`config.mk`:
```
export PLATFORM = sky130hd
export DESIGN_NAME = bp_me_mem_cmd_arb
export DESIGN_NICKNAME = d
export VERILOG_FILES = /design/src/rtl/bp_me_mem_cmd_arb.sv
export SDC_FILE = /design/constraint.sdc
export NUM_CORES = 1
export LEC_CHECK = 0
export CORE_ASPECT_RATIO = 0.6
export CORE_MARGIN = 5
export CORE_UTILIZATION = 37
export DETAILED_ROUTE_END_ITERATION = 12
export HOLD_SLACK_MARGIN = 0.03
export PLACE_DENSITY = 0.75
export SLEW_MARGIN = 20
export SYNTH_ARGS = -nofsm -noshare
export SYNTH_HDL_FRONTEND = slang
export SYNTH_SLANG_ARGS = --single-unit
```
`constraint.sdc`:
```
create_clock -name clk_i -period 2 [get_ports clk_i]
set_clock_uncertainty 0.1 [all_clocks]
set_input_delay 0.2 -clock clk_i [delete_from_list [all_inputs] [get_ports clk_i]]
set_output_delay 0.2 -clock clk_i [all_outputs]
set_load 0.01 [all_outputs]
```
`src/rtl/bp_me_mem_cmd_arb.sv`:
```
// bp_me_mem_cmd_arb
// Arbitrates memory commands from num_cce_p CCEs onto a single memory port.
// The winning command is held in one output register slot. The source ID of
// every issued command is queued so that in-order memory responses can be
// routed back to the CCE that issued them. The number of issued but unanswered
// commands is bounded by max_outstanding_p.
// Build option: define BP_ME_MEM_ARB_FIXED_PRIO_EN to replace the default
// round-robin arbiter with fixed priority, where the lowest valid index wins.
module bp_me_mem_cmd_arb #(
    parameter int num_cce_p         = 2,
    parameter int cmd_width_p       = 64,
    parameter int max_outstanding_p = 4,
    localparam int src_w_lp = (num_cce_p > 1) ? $clog2(num_cce_p) : 1
) (
    input  logic                                  clk_i,
    input  logic                                  reset_i,
    input  logic [num_cce_p-1:0][cmd_width_p-1:0] mem_cmd_i,
    input  logic [num_cce_p-1:0]                  mem_cmd_v_i,
    output logic [num_cce_p-1:0]                  mem_cmd_yumi_o,
    output logic [cmd_width_p-1:0]                mem_cmd_o,
    output logic [src_w_lp-1:0]                   mem_cmd_src_o,
    output logic                                  mem_cmd_v_o,
    input  logic                                  mem_cmd_ready_i,
    input  logic                                  mem_resp_v_i,
    output logic                                  mem_resp_ready_o,
    output logic [src_w_lp-1:0]                   mem_resp_dst_o
);

    localparam int ptr_w_lp = (max_outstanding_p > 1) ? $clog2(max_outstanding_p) : 1;
    localparam int cnt_w_lp = $clog2(max_outstanding_p + 1);

    // Output slot
    logic                   slot_v_q, slot_v_d;
    logic [cmd_width_p-1:0] slot_cmd_q, slot_cmd_d;
    logic [src_w_lp-1:0]    slot_src_q, slot_src_d;

    // Source-ID FIFO; storage is not reset, pointers and count are
    logic [src_w_lp-1:0]    fifo_mem [max_outstanding_p];
    logic [ptr_w_lp-1:0]    rd_ptr_q, rd_ptr_d;
    logic [ptr_w_lp-1:0]    wr_ptr_q, wr_ptr_d;
    logic [cnt_w_lp-1:0]    cnt_q, cnt_d;

    // High during reset and for the first cycle after it; blocks grants
    logic                   rst_hold_q;

    logic                   handshake;
    logic                   fifo_push;
    logic                   fifo_pop;
    logic [cnt_w_lp:0]      outstanding;
    logic                   permit;
    logic                   win_found;
    logic [src_w_lp-1:0]    win_idx;
    logic                   grant;

    assign handshake   = slot_v_q & mem_cmd_ready_i;
    assign fifo_push   = handshake;
    assign fifo_pop    = mem_resp_v_i & (cnt_q != '0);
    // A response popped this cycle frees its credit only on the next cycle
    assign outstanding = {1'b0, cnt_q} + (cnt_w_lp + 1)'(slot_v_q);
    assign permit      = outstanding < (cnt_w_lp + 1)'(max_outstanding_p);
    assign grant       = win_found & permit & ~reset_i & ~rst_hold_q
                       & (~slot_v_q | handshake);

`ifdef BP_ME_MEM_ARB_FIXED_PRIO_EN
    // Fixed priority: scan from the top so the lowest valid index is kept last
    always_comb begin
        win_found = 1'b0;
        win_idx   = '0;
        for (int i = num_cce_p - 1; i >= 0; i--) begin
            if (mem_cmd_v_i[i]) begin
                win_found = 1'b1;
                win_idx   = src_w_lp'(i);
            end
        end
    end
`else
    logic [src_w_lp-1:0] last_grant_q;

    // Round-robin: first valid source at or after last_grant+1, wrapping
    always_comb begin
        int                  cand;
        logic [src_w_lp-1:0] cand_idx;
        win_found = 1'b0;
        win_idx   = '0;
        cand      = 0;
        cand_idx  = '0;
        for (int i = 0; i < num_cce_p; i++) begin
            cand = int'(last_grant_q) + 1 + i;
            if (cand >= num_cce_p) begin
                cand = cand - num_cce_p;
            end
            cand_idx = src_w_lp'(cand);
            if (!win_found && mem_cmd_v_i[cand_idx]) begin
                win_found = 1'b1;
                win_idx   = cand_idx;
            end
        end
    end

    // Remember the most recent winner; index 0 is searched first after reset
    always_ff @(posedge clk_i) begin
        if (reset_i) begin
            last_grant_q <= src_w_lp'(num_cce_p - 1);
        end else if (grant) begin
            last_grant_q <= win_idx;
        end
    end
`endif

    // Acknowledge exactly the winning source in the grant cycle
    for (genvar gi = 0; gi < num_cce_p; gi++) begin : g_yumi
        assign mem_cmd_yumi_o[gi] = grant & (win_idx == src_w_lp'(gi));
    end

    // Slot next state: load on grant, otherwise drain on handshake
    always_comb begin
        slot_v_d   = slot_v_q;
        slot_cmd_d = slot_cmd_q;
        slot_src_d = slot_src_q;
        if (grant) begin
            slot_v_d   = 1'b1;
            slot_cmd_d = mem_cmd_i[win_idx];
            slot_src_d = win_idx;
        end else if (handshake) begin
            slot_v_d   = 1'b0;
        end
    end

    // FIFO pointer and occupancy next state
    always_comb begin
        rd_ptr_d = rd_ptr_q;
        wr_ptr_d = wr_ptr_q;
        cnt_d    = cnt_q;
        if (fifo_push) begin
            wr_ptr_d = (wr_ptr_q == ptr_w_lp'(max_outstanding_p - 1)) ? '0
                     : wr_ptr_q + ptr_w_lp'(1);
        end
        if (fifo_pop) begin
            rd_ptr_d = (rd_ptr_q == ptr_w_lp'(max_outstanding_p - 1)) ? '0
                     : rd_ptr_q + ptr_w_lp'(1);
        end
        if (fifo_push && !fifo_pop) begin
            cnt_d = cnt_q + cnt_w_lp'(1);
        end else if (!fifo_push && fifo_pop) begin
            cnt_d = cnt_q - cnt_w_lp'(1);
        end
    end

    // State registers with synchronous reset
    always_ff @(posedge clk_i) begin
        if (reset_i) begin
            slot_v_q   <= 1'b0;
            slot_cmd_q <= '0;
            slot_src_q <= '0;
            rd_ptr_q   <= '0;
            wr_ptr_q   <= '0;
            cnt_q      <= '0;
        end else begin
            slot_v_q   <= slot_v_d;
            slot_cmd_q <= slot_cmd_d;
            slot_src_q <= slot_src_d;
            rd_ptr_q   <= rd_ptr_d;
            wr_ptr_q   <= wr_ptr_d;
            cnt_q      <= cnt_d;
        end
    end

    // Grant blocker follows reset with one cycle of extension
    always_ff @(posedge clk_i) begin
        rst_hold_q <= reset_i;
    end

    // Record the source of each command as it leaves the slot
    always_ff @(posedge clk_i) begin
        if (fifo_push && !reset_i) begin
            fifo_mem[wr_ptr_q] <= slot_src_q;
        end
    end

    assign mem_cmd_o        = slot_cmd_q;
    assign mem_cmd_src_o    = slot_src_q;
    assign mem_cmd_v_o      = slot_v_q;
    assign mem_resp_ready_o = (cnt_q != '0);
    // Gate the head read so the output is defined while the FIFO is empty
    assign mem_resp_dst_o   = (cnt_q != '0) ? fifo_mem[rd_ptr_q] : '0;

endmodule

```
* After elaboration in Yosys (flattened, before gate mapping) *
Memory sizes are Yosys's and may differ from the RTL's. A register that Yosys moved wholly into a read port is not among the register bits.
Index checks and enable logic that the tools add are counted.

word-level totals
  register bits = 75
  RAM bits = 4
  input port bits = 134
  output and inout bits = 70
  logic and storage cells = 73
  memories = 1

operators by class
  add/subtract/negate cells = 9
  order comparisons = 6
  equal/unequal tests = 2
  muxes and demuxes = 23
  bitwise logic cells = 13
  reductions and logical operators = 11

memories
  memory    depth  bits a word  rd ports  clocked after memory_dff  write ports  line  text
  fifo_mem  4      1            1         1                         1            38    logic [src_w_lp-1:0] fifo_mem [max_outstanding_p];

operators with widths
  operator                                                     count
  two-way mux 64 bit                                           2
  two-way mux 1 bit                                            15
  AND 1 bit                                                    8
  two-way mux 2 bit                                            4
  less-than comparator 1 x 2 -> 1 bit (second input constant)  3
  two-way mux 3 bit                                            2
  adder 2 x 1 -> 2 bit (second input constant)                 2
  adder 3 x 1 -> 4 bit                                         1
  equality test 2 bit (second input constant)                  2
  logical AND 1 bit                                            4
  logical NOT 1 bit                                            4
  less-than comparator 4 x 3 -> 1 bit (second input constant)  1
  inverter 1 bit                                               4
  nonzero test 2 bit                                           2
  adder 2 x 1 -> 3 bit (second input constant)                 1
  adder 3 x 1 -> 3 bit (second input constant)                 1
  >= comparator 3 x 2 -> 1 bit (second input constant)         1
  nonzero test 3 bit                                           1
  subtractor 3 x 1 -> 3 bit (second input constant)            1
  adder 1 x 1 -> 2 bit (second input constant)                 1
  >= comparator 2 bit (second input constant)                  1
  subtractor 1 bit (second input constant)                     2
  bitwise OR 1 bit                                             1

* Depth between registers and ports, before layout *
Gate-level depths: netlist of run 1.

  depth in word-level cells = 14
  depth in mapped cells = 8
  gate-level depth less buffers = 8

* Least setup slack after synthesis of run 1 *
OpenSTA, ideal clock, no wires.

  path type = reg-to-reg
  start = register cnt_q[0]
  end = register cnt_q[2]
  library setup time = 0.071 ns
  data arrival time = 2.060 ns
  data required time = 1.829 ns
  path slack = -0.232 ns
  stages on the path, launching flop included = 9
  buffers on the path = 0
  clock period less this slack = 2.232 ns
  path through = dfxtp_1 > or3_1 > nand2_1 > ha_1 > inv_1 > fa_1 > xor2_1 > or3_1 > a21oi_1

between the ends
  word-level cells in the longest chain between the ends = 5
  elaborated cells between the ends (all ways) = 10
  those cells by class = add/sub (2); mux (2); bitwise (1); reduce/logical (5)

ends and longest elaborated chain
  element                                                         line  text
  start, declared                                                 41    logic [cnt_w_lp-1:0] cnt_q, cnt_d;
  start signal, assigned                                          164   cnt_q <= cnt_d;
  nonzero test 3 bit *                                            n/a
  named net mem_resp_ready_o                                      25    output logic mem_resp_ready_o,
  AND 1 bit *                                                     57    assign fifo_pop = mem_resp_v_i & (cnt_q != '0);
  logical NOT 1 bit                                               142   if (fifo_push && !fifo_pop) begin
  logical AND 1 bit                                               142
  two-way mux 3 bit / nonzero test 2 bit (equally long branches)  n/a

The timed path passes the listed nets; every way through them passes the cells marked *. The select of a mux whose other input is x is not followed.
A chain may end at the register's enable or synchronous reset.

* Worst setup path in the final report of run 1 *
  start = register cnt_q[0]
  end = register cnt_q[2]

between the ends
  word-level cells in the longest chain between the ends = 5
  elaborated cells between the ends (all ways) = 10
  those cells by class = add/sub (2); mux (2); bitwise (1); reduce/logical (5)

ends and longest elaborated chain
  element
  parallel branches: the longest is 5 deep, another holds subtractor 3 x 1 -> 3 bit

Several ways; the timed one is not identified. The select of a mux whose other input is x is not followed.

==> results.md, run 1 <==
* Outcome: complete, but fails checks
* Failing checks: negative setup slack
* Met1 wire length at 5360 µm
* Max Cap Viol at 0
* Sw Share at 0.306
* Initial Util at 0.384
* Clock Path Buffers at 2
* DRT Wirelength at 12300 µm
* Cell leakage power at 2.39 nW
* PwrDens at 884 mW/mm²
* Worst setup SP type: register
* CTS buffer count at 9
* Sequential cell area fraction in the yosys report at 0.404
* Final Critical Period at 2030 ps
* IR drop worst, VDD at 0.488 mV
* Critical path endpoint: cnt_q[2]
* Clock Sink Count at 81
* First-pass GRT wire length at 19800 µm
* Placed Instances at 702
* Setup crit start: cnt_q[0]
* WP data required at 2150 ps
* Synth Net Count at 506
* Max frequency at 492 MHz
* Clock share of power at 0.269
* Reg2reg end: cnt_q[2]
* Hold buffers post-CTS at 0
* Initial detailed-routing violation count at 97
* Worst-margin pin slew at 501 ps
* Fraction of layout cells with a size suffix above 1 at 0.206
* Site Rows at 29
* Worst hold-check path type: input pin to register
* Comb pwr share at 0.387
* Pre-CTS setup slack at -148 ps
* DR WL met2 at 5650 µm
* Max Transition Viols Final at 0
* Routed WL per cell at 17.2 µm
* Post-synthesis cell area at 0.00411 mm²
* H-Tree Level Count at 3
* Setup-failing EPs final at 1
* Post-Synthesis Cells at 365
* Via count at 3641
* Hpwl dp at 9400 µm
* RR Startpoint: cnt_q[0]
* Residual DRC at 0
* P&R area growth vs syn at 61.2%
* # port buffers at 203
* Mean post-synth cell area at 11.3 µm²
* Async S/R FF share, synth at 0
* Vias in the first global route at 3855
* FF+latch count, synth at 81
* IO Pins at 204
* CTS root buf: clkbuf_16
* Final nets at 716
* DRT Pass-1 Iters at 4
* Synth warnings at 0
* FF-to-FF setup slack at -30 ps
* Die area at 0.0134 mm²
* Die width at 146 µm
* Post-synth cell types at 32
* Crit-path max FO at 2
* R2r worst-path depth at 8
* Clock Latency Late Sink at 320 ps
* Final hold violation count at 0
* Die height at 91.7 µm
* Setup WS post-layout at -32.4 ps
* GRT overflow at 0
* Setup TNS at -32.4 ps
* Met3 WL at 1210 µm
* Seq pwr share at 0.344
* Int Pwr at 4.07 mW
* Routability congestion estimate at 0.822
* Hold path cells at 3
* Critical Path AT at 2180 ps
* Number of flops mapped to enable cells by yosys at 4
* CTS tree: done
* CP Capture Type: register
* Non-filler instance count after layout at 718
* Pin count of the biggest net entering global routing at 76
* WS Path Type: register to register
* Finished Core Util at 0.619
* Final ANT Viol Nets at 0
* Initial antenna violation count at 0
* Crit share post-route at 1.02
* Most common flop cell mapped by yosys: dfxtp_1
* Drt via density at 5.07
* Antenna diode count at 0
* Rel. slew slack at 0.666
* CTS clk-pin slew, worst paths at 60 ps
* Uppermost routed layer: met4
* RSZ-0062 raised after global routing: true
* Core area at 0.0107 mm²
* Sw power at 1.79 mW
* GRT Total Usage at 0.181
[placed cells by master (no fill, tap or decap), types with 2 or more instances in the layout]
master           instances
clkinv_4                 2
and2_1                   5
dfxtp_1                 76
buf_12                   6
and2_4                   2
dlygate4sd2_1            2
clkinv_2                 2
mux2i_1                 65
or3_1                    2
ha_1                     5
nor2_1                   6
edfxtp_1                 4
nand3_1                  2
a21oi_1                 70
buf_4                   27
xor2_1                   2
inv_1                    4
clkdlybuf4s50_1        198
a211oi_1                 4
nand2_1                  6
clkbuf_16                9
a211oi_2                60
[how the worst min path moves through the flow]
stage                      startpoint       endpoint  slack, ps
after global routing          reset_i  mem_cmd_src_o        140
after detailed placement  wr_ptr_q[1]    wr_ptr_q[1]        400
after global placement    rd_ptr_q[1]    rd_ptr_q[1]        370
after floorplan               reset_i     rst_hold_q        130
after CTS                     reset_i  mem_cmd_src_o        110
final                         reset_i  mem_cmd_src_o        120
[sequential cells by signal, indices dropped and copies added, names as in the netlist, named ones only]
signal,cells
last_grant_q,1
cnt_q,3
wr_ptr_q,2
mem_cmd_o,64
rd_ptr_q,2
rst_hold_q,1
mem_cmd_v_o,1
mem_cmd_src_o,1
fifo_mem,4
[cells by family after synthesis]
kind of cell               count (synthesis)  synth area share
and+or+nand+nor                           28            0.0350
AOI/OAI and AO/OA                        140             0.289
adders and majority gates                  7            0.0231
DFF                                       81             0.404
xor gates and xnor gates                   2           0.00426
buffers and inverters                     41            0.0803
muxes                                     66             0.164
[final cells by class]
type	count	area, µm²
clock inverter	5	57.6
timing repair buffer	235	2340
fill	865	4080
tap	139	174
inverter	5	18.8
sequential	81	1660
multi-input combinational	243	2150
clock buffer	10	229
[through the flow]
stage	power [mW]	cell area (µm²)	hold slack, ps
after floorplan	3.29	4140	128
after global placement	4.28	6340	368
after detailed placement	4.34	6340	397
after CTS	5.95	6630	108
after global routing	6.22	6630	139
final	5.86	6630	121
[power by group through the flow]
stage	Clock (mW)	Sequential (mW)	Combinational (mW)
finish	1.58	2.02	2.27
global route	1.70	2.05	2.47
CTS	1.63	2.02	2.30
detailed placement	0	2.05	2.29
global placement	0	2.03	2.24
floorplan	0	2.13	1.16
[layer usage]
layer / GRT usage / vias up
met4: 0.0360 / 0
met5: 0 / -
met1: 0.224 / 1693
met3: 0.0778 / 9
li1: - / 1784
met2: 0.300 / 155
[synthesized netlist by cell type, types with 2 or more instances]
cell type,number,share of area
ha_1,6,0.018
or3_1,3,0.0046
buf_2,7,0.0085
xor2_1,2,0.0043
clkbuf_1,9,0.0082
dfxtp_1,77,0.37
a211oi_1,4,0.0073
buf_12,5,0.024
and2_4,2,0.0043
buf_6,8,0.022
mux2i_1,65,0.16
nand2_1,7,0.0064
edfxtp_1,4,0.029
a21oi_1,70,0.085
nand3_1,2,0.0024
and2_1,5,0.0076
nor2_1,6,0.0055
buf_4,5,0.0091
clkbuf_4,2,0.0037
a211oi_2,60,0.18
inv_1,5,0.0046
[what timing repair did]
action,4_1_cts,5_1_grt
setup buffers,1,0
pin swaps,1,0
resized for setup,5,2
cloned,0,0
setup endpoints to repair,4,3
[worst max-delay path, cell delays in order (launching register included)]
cell and delay, ps:
dfxtp_2 310, or3_4 400, nand2_4 90, ha_4 130
inv_2 30, fa_2 320, xor2_1 160, or3_1 300
a21oi_1 120
No activity file was read; power rests on OpenSTA's default activity.
==> run 2, diff against run 1 <==
GPL_TIMING_DRIVEN = 0   (was not set)
TNS_END_PERCENT = 20   (was not set)
==> results.md, run 2 (synthesis results as in run 1) <==
* FF-to-FF setup slack at -150 ps (was -30 ps)
* Multi-input gate area at 0.00216 mm² (was 0.00215 mm²)
* Setup TNS at -154 ps (was -32.4 ps)
* Int Pwr at 4.15 mW (was 4.07 mW)
* Hold path cells at 1 (was 3)
* CTS buffer count at 9 (unchanged)
* Pin count of the biggest net entering global routing at 14 (was 76)
* Initial Util at 0.384 (unchanged)
* CTS clk-pin slew, worst paths at 60 ps (about the same)
* Cell leakage power at 2.38 nW (was 2.39 nW)
* Worst setup SP type: register (unchanged)
* Setup-failing EPs final at 1 (unchanged)
* WS Path Type: register to register (unchanged)
* Hpwl dp at 10100 µm (was 9400 µm)
* Residual DRC at 0 (unchanged)
* Vias in the first global route at 3817 (was 3855)
* First-pass GRT wire length at 20200 µm (was 19800 µm)
* Routed WL per cell at 17.9 µm (was 17.2 µm)
* R2r worst-path depth at 8 (unchanged)
* Clock Latency Late Sink at 320 ps (about the same)
* Final ANT Viol Nets at 0 (unchanged)
* Via count at 3690 (was 3641)
* Clock Sink Count at 81 (unchanged)
* Largest register FFs at 64 (unchanged)
* Max Transition Viols Final at 0 (unchanged)
* H-Tree Level Count at 3 (unchanged)
* Non-filler instance count after layout at 723 (was 718)
* DRT Pass-1 Iters at 4 (unchanged)
* CTS tree: done (unchanged)
* IO Pins at 204 (unchanged)
* Setup WS post-layout at -154 ps (was -32.4 ps)
* Rel. slew slack at 0.521 (was 0.666)
* IR drop worst, VDD at 0.463 mV (was 0.488 mV)
* CTS root buf: clkbuf_16 (unchanged)
* Hold path endpoint: rst_hold_q (was mem_cmd_src_o)
* CP Capture Type: register (unchanged)
* Routability congestion estimate at 0.789 (was 0.822)
* Crit share post-route at 1.08 (was 1.02)
* Fraction of layout cells with a size suffix above 1 at 0.197 (was 0.206)
* Worst-margin pin slew at 718 ps (was 501 ps)
* P&R area growth vs syn at 62.1% (was 61.2%)
* Most frequent cells in the layout: 200 x clkdlybuf4s50_1, 76 x dfxtp_1, 69 x a21oi_1 (was 198 x clkdlybuf4s50_1, 76 x dfxtp_1, 70 x a21oi_1)
* Core area at 0.0107 mm² (unchanged)
* GRT Total Usage at 0.186 (was 0.181)
* RR Startpoint: cnt_q[2] (was cnt_q[0])
* Reg2reg end: cnt_q[2] (unchanged)
* Antenna diode count at 0 (unchanged)
* DRT Wirelength at 13000 µm (was 12300 µm)
* Placed Instances at 707 (was 702)
* Outcome: complete, but fails checks (unchanged)
* Clock Path Buffers at 2 (unchanged)
* PwrDens at 897 mW/mm² (was 884 mW/mm²)
* Crit-path max FO at 4 (was 2)
* GRT overflow at 0 (unchanged)
* Die height at 91.7 µm (unchanged)
* Die area at 0.0134 mm² (unchanged)
* Worst hold-check path type: input pin to register (unchanged)
* Flip-flop and latch area at 0.00166 mm² (unchanged)
* RSZ-0062 raised after global routing: true (unchanged)
* Drt via density at 5.10 (was 5.07)
* Hold path startpoint: reset_i (unchanged)
* Final Critical Period at 2150 ps (was 2030 ps)
* Failing checks: negative setup slack (unchanged)
* Setup Buffers After CTS at 0 (was 1)
* Fillers at 859 (was 865)
* Comb pwr share at 0.371 (was 0.387)
* Sw power at 1.83 mW (was 1.79 mW)
* Clock share of power at 0.288 (was 0.269)
* Sw Share at 0.305 (was 0.306)
* Initial detailed-routing violation count at 133 (was 97)
* Initial antenna violation count at 0 (unchanged)
* # port buffers at 203 (unchanged)
* WP data required at 2160 ps (was 2150 ps)
* Max Cap Viol at 0 (unchanged)
* Final hold violation count at 0 (unchanged)
* Seq pwr share at 0.341 (was 0.344)
* Die width at 146 µm (unchanged)
* Site Rows at 29 (unchanged)
* Critical Path AT at 2310 ps (was 2180 ps)
* Max frequency at 464 MHz (was 492 MHz)
* Commonest non-fill, non-tap cell in the layout: clkdlybuf4s50_1 (unchanged)
* Final nets at 720 (was 716)
-- run 2: cell types whose count changed in the layout (fill, tap and decap cells not counted), sizes merged --
cell           previous run  this run
buf                      33        25
bufinv                    1         2
clkbuf                   11        22
clkdlybuf4s50           198       200
clkinv                    4         3
clkinvlp                  0         1
dlymetal6s2s              1         0
-- run 2: routing by layer --
layer,global-route usage,vias up,routed length (µm)
met5,0,-,0
met4,0.0493,0,163
met3,0.0793,12,1380
met2,0.305,161,5920
met1,0.228,1719,5520
li1,-,1798,-
-- run 2: worst max-delay path by stage --
stage                          startpoint                 to  depth (start not counted)
final                            cnt_q[2]           cnt_q[2]                          8
after global routing             cnt_q[2]           cnt_q[2]                          8
after CTS                        cnt_q[2]           cnt_q[2]                          8
after detailed placement  mem_cmd_ready_i  mem_cmd_yumi_o[0]                          7
after global placement    mem_cmd_ready_i  mem_cmd_yumi_o[0]                          7
after floorplan                  cnt_q[0]           cnt_q[2]                          8
-- run 2: final cells by class --
class / instances / area share
multi-input combinational: 243 / 0.323
timing repair buffer: 203 / 0.304
sequential: 81 / 0.249
buffer: 36 / 0.0477
clock buffer: 10 / 0.0344
tap: 139 / 0.0261
clock inverter: 6 / 0.0124
inverter: 5 / 0.00282
-- run 2: critical path, cell delays in order, from the launching register on --
cell and delay, ps:
dfxtp_1 330, or3_4 430, nand2_4 100, ha_4 140, inv_1 50, fa_2 330
xor2_1 150, or3_1 320, a21oi_2 120
-- run 2: power groups by stage --
stage	combinational [mW]	sequential (mW)	clock (mW)
5_1_grt	2.38	2.07	1.83
2_1_floorplan	1.16	2.13	0
3_3_place_gp	2.16	2.06	0
6_report	2.22	2.04	1.72
3_5_place_dp	2.22	2.07	0
4_1_cts	2.22	2.04	1.76
-- run 2: what timing repair did --
action / 4_1_cts / 5_1_grt
cloned: 0 / 0
setup endpoints to repair: 4 / 3
pin swaps: 1 / 1
resized for setup: 4 / 5
endpoints found under the hold margin: 0 / 0
hold buffers: 0 / 0
-- run 2: metrics by stage --
stage | utilization | setup WS (ps) | hold slack [ps] | total power [mW] | cell area [µm²]
final | 0.623 | -154 | 311 | 5.98 | 6670
after global routing | 0.623 | -208 | 321 | 6.28 | 6670
after CTS | 0.622 | -157 | 303 | 6.01 | 6660
after detailed placement | 0.593 | -314 | 379 | 4.29 | 6350
after global placement | 0.593 | -299 | 367 | 4.22 | 6350
after floorplan | - | -42.7 | 128 | 3.29 | 4140
==> run 3, diff against run 2 <==
CAP_MARGIN = 25   (was not set)
CORE_UTILIZATION = 38   (was 37)
CTS_BUF_LIST = sky130_fd_sc_hd__clkbuf_4 sky130_fd_sc_hd__clkbuf_8   (was not set)
PLACE_DENSITY = 0.76   (was 0.75)
==> results.md, run 3 (synthesis results as in run 1) <==
* Top cell family by delay on the critical path: simple AND/OR/NAND/NOR gates (unchanged)
* Drt via density at 5.00 (was 5.10)
* Commonest non-fill, non-tap cell in the layout: clkdlybuf4s50_1 (unchanged)
* H-Tree Level Count at 3 (unchanged)
* Clock Path Buffers at 2 (unchanged)
* Fillers at 895 (was 859)
* DRT Wirelength at 12900 µm (was 13000 µm)
* Core area at 0.0106 mm² (was 0.0107 mm²)
* CTS tree: done (unchanged)
* Die height at 90.6 µm (was 91.7 µm)
* Die width at 144 µm (was 146 µm)
* Finished Core Util at 0.620 (was 0.623)
* Hold_ws at 298 ps (was 311 ps)
* Post-DP Area at 0.00635 mm² (unchanged)
* Site Rows at 29 (unchanged)
* Cell leakage power at 2.34 nW (was 2.38 nW)
* First-pass GRT wire length at 19800 µm (was 20200 µm)
* Crit-path max FO at 4 (unchanged)
* P&R area growth vs syn at 59.2% (was 62.1%)
* Clock Sink Count at 81 (unchanged)
* DRT Pass-1 Iters at 4 (unchanged)
* Overall power at 5.33 mW (was 5.98 mW)
* Hold buffers post-CTS at 0 (unchanged)
* Slowest CP cell: or3_4 (unchanged)
* Critical Path AT at 2330 ps (was 2310 ps)
* Residual DRC at 0 (unchanged)
* Initial Util at 0.389 (was 0.384)
* WP data required at 2170 ps (was 2160 ps)
* Pre-CTS setup slack at -283 ps (was -314 ps)
* CTS clk-pin slew, worst paths at 80 ps (was 60 ps)
* Worst path buffer plus inverter count at 1 (unchanged)
* Final instance area at 0.00654 mm² (was 0.00667 mm²)
* Rel. slew slack at 0.491 (was 0.521)
* CTS root buf: clkbuf_8 (was clkbuf_16)
* IR drop worst, VDD at 0.377 mV (was 0.463 mV)
* WS Path Type: register to register (unchanged)
* Final nets at 724 (was 720)
* Initial antenna violation count at 0 (unchanged)
* Largest register FFs at 64 (unchanged)
* Vias in the first global route at 3792 (was 3817)
* Hpwl dp at 10000 µm (was 10100 µm)
* Final Critical Period at 2160 ps (was 2150 ps)
* Final hold violation count at 0 (unchanged)
* CP Capture Type: register (unchanged)
* Failing checks: negative setup slack (unchanged)
* GRT overflow at 0 (unchanged)
* Crit share post-route at 1.08 (about the same)
* Worst-margin pin slew at 764 ps (was 718 ps)
* CTS buffer count at 9 (unchanged)
* Final ANT Viol Nets at 0 (unchanged)
* Most frequent cells in the layout: 200 x clkdlybuf4s50_1, 75 x dfxtp_1, 70 x a21oi_1 (was 200 x clkdlybuf4s50_1, 76 x dfxtp_1, 69 x a21oi_1)
* RSZ-0062 raised after global routing: true (unchanged)
* Antenna diode count at 0 (unchanged)
* Routability congestion estimate at 0.827 (was 0.789)
* Max Cap Viol at 0 (unchanged)
* Worst setup SP type: register (unchanged)
* PwrDens at 815 mW/mm² (was 897 mW/mm²)
* Fraction of layout cells with a size suffix above 1 at 0.201 (was 0.197)
* Outcome: complete, but fails checks (unchanged)
* Via count at 3629 (was 3690)
* Setup-failing EPs final at 1 (unchanged)
* Worst hold-check path type: input pin to register (unchanged)
* # port buffers at 203 (unchanged)
* Max frequency at 463 MHz (was 464 MHz)
* Crit path cell chain: or3_4 > nand2_4 > ha_4 > inv_1 > fa_2 > xor2_1 > or3_1 > a21oi_1 (was or3_4 > nand2_4 > ha_4 > inv_1 > fa_2 > xor2_1 > or3_1 > a21oi_2)
* Routed WL per cell at 17.7 µm (was 17.9 µm)
* IO Pins at 204 (unchanged)
* Initial detailed-routing violation count at 106 (was 133)
* Clock Latency Late Sink at 340 ps (was 320 ps)
* GRT Total Usage at 0.190 (was 0.186)
* Setup WS post-layout at -158 ps (was -154 ps)
* Pin count of the biggest net entering global routing at 13 (was 14)
* Critical Path Max Stage Delay at 420 ps (was 430 ps)
* Max Transition Viols Final at 0 (unchanged)
* Die area at 0.0131 mm² (was 0.0134 mm²)
## run 3: report_power, final
group,leakage (nW),switching (mW),internal [mW]
combinational,1.57,1.02,1.22
clock,0.0921,0.564,0.484
sequential,0.670,0.162,1.88
total,2.34,1.75,3.58
## run 3: cell type report
class | instances | area (µm²) | share of cell area
timing repair buffer | 207 | 2060 | 0.315
inverter | 5 | 18.8 | 0.00287
clock buffer | 11 | 145 | 0.0222
buffer | 36 | 312 | 0.0476
multi-input combinational | 243 | 2150 | 0.328
tap | 139 | 174 | 0.0266
clock inverter | 4 | 20.0 | 0.00306
sequential | 81 | 1670 | 0.255
## run 3: what timing repair did
item,4_1_cts,5_1_grt
endpoints found under the setup margin,4,4
pin swaps,2,2
resized for setup,5,2
setup buffers,1,3
## run 3: through the flow
stage | TNS, ps | std cells
floorplan | -42.7 | 365
global placement | -7170 | 707
detailed placement | -9250 | 707
CTS | -152 | 723
global route | -348 | 726
finish | -158 | 726
## run 3: final timing paths
kind              cells past startpoint  slack (ps)   startpoint          to
setup / recovery                      8        -160     cnt_q[0]    cnt_q[2]
hold / removal                        1         300      reset_i  rst_hold_q
setup reg to reg                      8        -160     cnt_q[0]    cnt_q[2]
hold reg to reg                       2         400  rd_ptr_q[1]    register
## run 3: routing by layer
layer  GRT usage  vias to the layer above  share of wire
li1            -                     1794              -
met1       0.237                     1682           0.43
met2       0.314                      141           0.46
met3      0.0714                       12           0.11
met4      0.0388                        0          0.010
met5           0                        -              0
